===== src/rtl/instruction_loader_pkg.sv =====
// instruction_loader_pkg: shared widths and loader state encoding for the instruction loader.
package instruction_loader_pkg;
    localparam int INSTRUCTION_WIDTH = 10;
    localparam int ADDR_BITS = 8;
    typedef enum logic [1:0] {
        S_IDLE  = 2'd0,
        S_LOAD  = 2'd1,
        S_DONE  = 2'd2,
        S_ERROR = 2'd3
    } loader_state_e;
endpackage


===== src/rtl/instruction_loader.sv =====
// instruction_loader: streams machine-code words into the instruction memory write port,
// stalling the processor while a program is being loaded.
module instruction_loader
    import instruction_loader_pkg::*;
#(
    parameter int IW = INSTRUCTION_WIDTH,
    parameter int AW = ADDR_BITS
) (
    input  logic          clk,
    input  logic          rst_n,
    input  logic          start,
    input  logic          in_valid,
    input  logic [IW-1:0] in_data,
    input  logic          in_last,
    output logic          in_ready,
    output logic          mem_we,
    output logic [AW-1:0] mem_addr,
    output logic [IW-1:0] mem_wdata,
    output logic          cpu_hold,
    output logic          done,
    output logic          error,
    output logic [AW:0]   word_count
);
    loader_state_e state_q, state_d;
    logic [AW:0]   word_count_q, word_count_d;
    logic [AW-1:0] mem_addr_q, mem_addr_d;
    logic [IW-1:0] mem_wdata_q, mem_wdata_d;
    logic          mem_we_q, mem_we_d;
    logic          cpu_hold_q, done_q, error_q;
    logic          accept;

    assign in_ready = state_q == S_LOAD;
    assign accept   = in_ready & in_valid;

    // word_count doubles as the next write address; the overflow check stops it before it wraps.
    always_comb begin
        state_d      = state_q;
        word_count_d = word_count_q;
        mem_we_d     = accept;
        mem_addr_d   = accept ? word_count_q[AW-1:0] : mem_addr_q;
        mem_wdata_d  = accept ? in_data : mem_wdata_q;
        if (!in_ready && start) begin
            state_d      = S_LOAD;
            word_count_d = '0;
        end
        if (accept) begin
            word_count_d = word_count_q + 1'b1;
            state_d      = in_last ? S_DONE : (&word_count_q[AW-1:0]) ? S_ERROR : S_LOAD;
        end
    end

    always_ff @(posedge clk) begin
        if (!rst_n) begin
            state_q      <= S_IDLE;
            word_count_q <= '0;
            mem_we_q     <= 1'b0;
            mem_addr_q   <= '0;
            mem_wdata_q  <= '0;
            cpu_hold_q   <= 1'b0;
            done_q       <= 1'b0;
            error_q      <= 1'b0;
        end else begin
            state_q      <= state_d;
            word_count_q <= word_count_d;
            mem_we_q     <= mem_we_d;
            mem_addr_q   <= mem_addr_d;
            mem_wdata_q  <= mem_wdata_d;
            cpu_hold_q   <= state_d == S_LOAD || state_d == S_ERROR;
            done_q       <= state_d == S_DONE;
            error_q      <= state_d == S_ERROR;
        end
    end

    assign mem_we     = mem_we_q;
    assign mem_addr   = mem_addr_q;
    assign mem_wdata  = mem_wdata_q;
    assign cpu_hold   = cpu_hold_q;
    assign done       = done_q;
    assign error      = error_q;
    assign word_count = word_count_q;
endmodule

===== config.mk =====
export PLATFORM = sky130hd
export DESIGN_NAME = instruction_loader
export DESIGN_NICKNAME = d
export VERILOG_FILES = /design/src/rtl/instruction_loader_pkg.sv /design/src/rtl/instruction_loader.sv
export SDC_FILE = /design/constraint.sdc
export NUM_CORES = 1
export LEC_CHECK = 0
export ABC_AREA = 1
export CAP_MARGIN = 20
export CORE_AREA = 4 4 77 79
export CTS_CLUSTER_SIZE = 16
export DETAILED_ROUTE_END_ITERATION = 10
export DIE_AREA = 0 0 81 83
export GPL_TIMING_DRIVEN = 0
export PLACE_DENSITY_LB_ADDON = 0.1
export SETUP_SLACK_MARGIN = 0.02
export SLEW_MARGIN = 10
export SYNTH_ARGS = -nofsm -noshare
export SYNTH_HDL_FRONTEND = slang
export SYNTH_SLANG_ARGS = --single-unit

===== constraint.sdc =====
create_clock -name clk -period 3.7 [get_ports clk]
set_clock_uncertainty 0.15 [all_clocks]
set_input_delay 0.37 -clock clk [delete_from_list [all_inputs] [get_ports clk]]
set_output_delay 0.37 -clock clk [all_outputs]
set_load 0.005 [all_outputs]

==> flow_summary.ini, run 1 <==
[cells_and_area]
fin_nets = 244
multiInputGateArea_um2 = 549
antennaDiodeCount = 0
n_fill_cell = 631
drive_gt1_frac = 0.0830
seqCellArea_um2 = 641
final_cell_area_um2 = 1940
syn_to_final_growth_pct = 51.9

[power]
p_leak_nw = 0.731
p_int_mw = 0.590
p_comb_frac = 0.095
pwr-share-clk = 0.437
p_per_area_nw_per_um2 = 394
netSwitchingPower_mw = 0.174
max-vdd-ir-drop_uv = 315
seqPwrFrac = 0.468
p_sw_frac = 0.228

[logic_synthesis]
synth_area_um2 = 1280
synth_top_area_share = 0.502
synth-edff-count = 0
yosysWarnings = 0
syn_inst = 175
synthArstFlopShare = 0
synth_nets = 191
synth.distinct_cells = 21
synth_seq_cells = 32
syn_avg_cell_area_um2 = 7.29
synthTopCellsByArea = dfxtp_1 (50%), nand2_1 (19%), a21oi_1 (8.2%), nor2_1 (4.7%), inv_1 (3.2%)
synth_area_leader_cell = dfxtp_1
ys_seq_area_frac = 0.502
ys_dominant_reg_cell = dfxtp_1

[sta]
hold_viol_final = 0
tns_ps = 0
final.min_clock_period_ps = 1860
setup_viol = 0
period_share = 0.504
slew_viol_final = 0
hold_slack_ps = 313
rsz0062_at_grt = no
worst_pin_slew_ps = 548
fmax_mhz = 536
relSlewSlack = 0.635

[clocking]
postCtsHoldBufs = 0
post_cts_resized = 0
cts_max_level = 2
clockBufferDepth = 2
cts_buffers = 5
clk_latency_ps = 280
postCtsSetupBuffers = 0
clock_sinks = 32
cts_tree = yes
root_buffer = clkbuf_8
path_clk_slew_ps = 70

[grt]
grt_start_max_net_pins = 12
grt-ovfl-total = 0
antenna_found_initial = 0
grt_first_pass_wirelength_um = 6140
grt_pass1_vias = 1250
track_usage = 0.115

[placed_design]
dp_hpwl_um = 2500
io_buffers = 46
place_area_um2 = 1830
gp_congestion = 0.774

[worst_setup_path]
rr_endpoint = error$_SDFF_PN0_
crit_type = register to primary output
startpoint_type = register
crit_arrival_ps = 1340
crit_path_top_delay_cell = clkdlybuf4s50_1
cp.required_ps = 3180
ff2ff_setup_slack_ps = 2250
r2r_start = word_count[0]$_SDFFE_PN0P_
rr_worst_depth = 7
crit_path_max_incr_delay_ps = 570
cp_top_family = buffers and inverters
path_buf_inv = 1
worstSetupEndpointType = primary output
crit_chain = clkdlybuf4s50_1
worstPathMaxFanout = 8

[job]
cap_violations = 0

[floorplan]
die_area_um2 = 6720
die_w_um = 81
core.rowCount = 27
die_h_um = 83
top_level_ports = 47
floorplan.initialDensity = 0.239
core-area_um2 = 5340

[route]
dr.pass1.iters = 4
antenna_left = 0
drc = 0
wirelength_um = 3490
routed_via_density = 4.16
wire_per_inst_um = 11.6
vias = 1251
drt_iter0_drc = 31

[hold_path]
hold_path_end = mem_addr[4]$_SDFFE_PN0P_
min_path_type = register to register
hp-start = mem_addr[4]$_SDFFE_PN0P_
hold_path_depth = 2

[outcome]
status = finished, final reports clean
==> how the worst max path moves through the flow <==
stage | startpoint | endpoint | slack [ps] | depth (start not counted)
finish | word_count[3]$_SDFFE_PN0P_ | word_count[3] | 1840 | 1
global route | state_q[0]$_SDFF_PN0_ | in_ready | 1730 | 3
CTS | word_count[3]$_SDFFE_PN0P_ | word_count[3] | 1800 | 1
detailed placement | rst_n | word_count[5]$_SDFFE_PN0P_ | 1890 | 6
global placement | in_valid | word_count[4]$_SDFFE_PN0P_ | 1890 | 7
floorplan | word_count[1]$_SDFFE_PN0P_ | word_count[8]$_SDFFE_PN0P_ | 2420 | 6
==> cells by family after synthesis <==
group | Yosys count | synth area share
DFF | 32 | 0.502
adders and majority gates | 1 | 0.00980
AOI/OAI and AO/OA | 27 | 0.108
buffers and inverters | 19 | 0.0676
and+or+nand+nor | 96 | 0.313
==> cell type report <==
type                            count  share of cell area
Tap cell                           72              0.0465
Clock inverter                      3              0.0219
Sequential cell                    32               0.331
Multi-Input combinational cell    124               0.283
Timing Repair Buffer               46               0.238
Clock buffer                        5              0.0355
Inverter                           12              0.0239
Buffer                              7              0.0207
==> sequential cells by signal (all words and copies together), names as in the netlist <==
| register | count |
|---|---|
| mem_we | 1 |
| state_q | 2 |
| done | 1 |
| word_count | 9 |
| mem_addr | 8 |
| error | 1 |
| mem_wdata | 10 |
==> layer usage <==
layer	vias to the layer above	share of wire	track usage
met5	-	0	0
met4	0	0.0057	0.0384
met3	2	0.074	0.0434
met2	31	0.42	0.162
met1	560	0.50	0.160
li1	658	-	-
==> placed cells by master, fill, tap and decap left out, types with 2 or more instances in the layout <==
cell	count
inv_1	11
a21oi_1	21
clkdlybuf4s50_1	46
clkinv_2	2
o21ai_0	5
nor2_1	16
nand2_1	65
clkbuf_1	2
clkbuf_8	5
buf_4	2
buf_2	2
nand4_1	3
dfxtp_1	32
nand3_1	5
nand3_2	2
==> metrics by stage <==
step	util	total power, mW	setup slack, ps	instances
after floorplan	-	0.396	2420	175
after global placement	0.342	0.440	1890	293
after detailed placement	0.342	0.439	1890	293
after CTS	0.363	0.780	1800	301
after global routing	0.363	0.806	1730	301
final	0.363	0.764	1840	301
==> cells in the mapped netlist, types with 2 or more instances <==
| cell | instances |
|---|---|
| a21oi_1 | 21 |
| buf_2 | 2 |
| buf_4 | 2 |
| clkbuf_1 | 2 |
| dfxtp_1 | 32 |
| inv_1 | 11 |
| nand2_1 | 65 |
| nand3_1 | 5 |
| nand3_2 | 2 |
| nand4_1 | 3 |
| nor2_1 | 16 |
| o21ai_0 | 5 |
==> power groups by stage <==
stage / Clock, mW / Combinational (mW) / Sequential, mW
2_1_floorplan: 0 / 0.0307 / 0.366
3_3_place_gp: 0 / 0.0746 / 0.365
3_5_place_dp: 0 / 0.0740 / 0.365
4_1_cts: 0.348 / 0.0745 / 0.357
5_1_grt: 0.365 / 0.0824 / 0.359
6_report: 0.334 / 0.0728 / 0.357
(Power assumes the default switching activity.)
==> run 2, diff against run 1 <==
==> constraint.sdc (replaced) <==
create_clock -name clk -period 1.86 [get_ports clk]
set_clock_uncertainty 0.15 [all_clocks]
set_input_delay 0.186 -clock clk [delete_from_list [all_inputs] [get_ports clk]]
set_output_delay 0.186 -clock clk [all_outputs]
set_load 0.005 [all_outputs]
==> results of run 2 <==
Same layout as run 1 (identical final DEF). Status: finished, final reports clean.
Main changes from that run: setup slack after placement 1890 ps -> 236 ps; setup slack after layout 1840 ps -> 180 ps; hold slack 313 ps -> 307 ps; register-to-register setup slack 2250 ps -> 410 ps; end point of the worst hold path mem_addr[4]$_SDFFE_PN0P_ -> mem_wdata[0]$_SDFFE_PN0P_; total power 0.764 mW -> 1.52 mW; worst IR drop on VDD 315 uV -> 627 uV
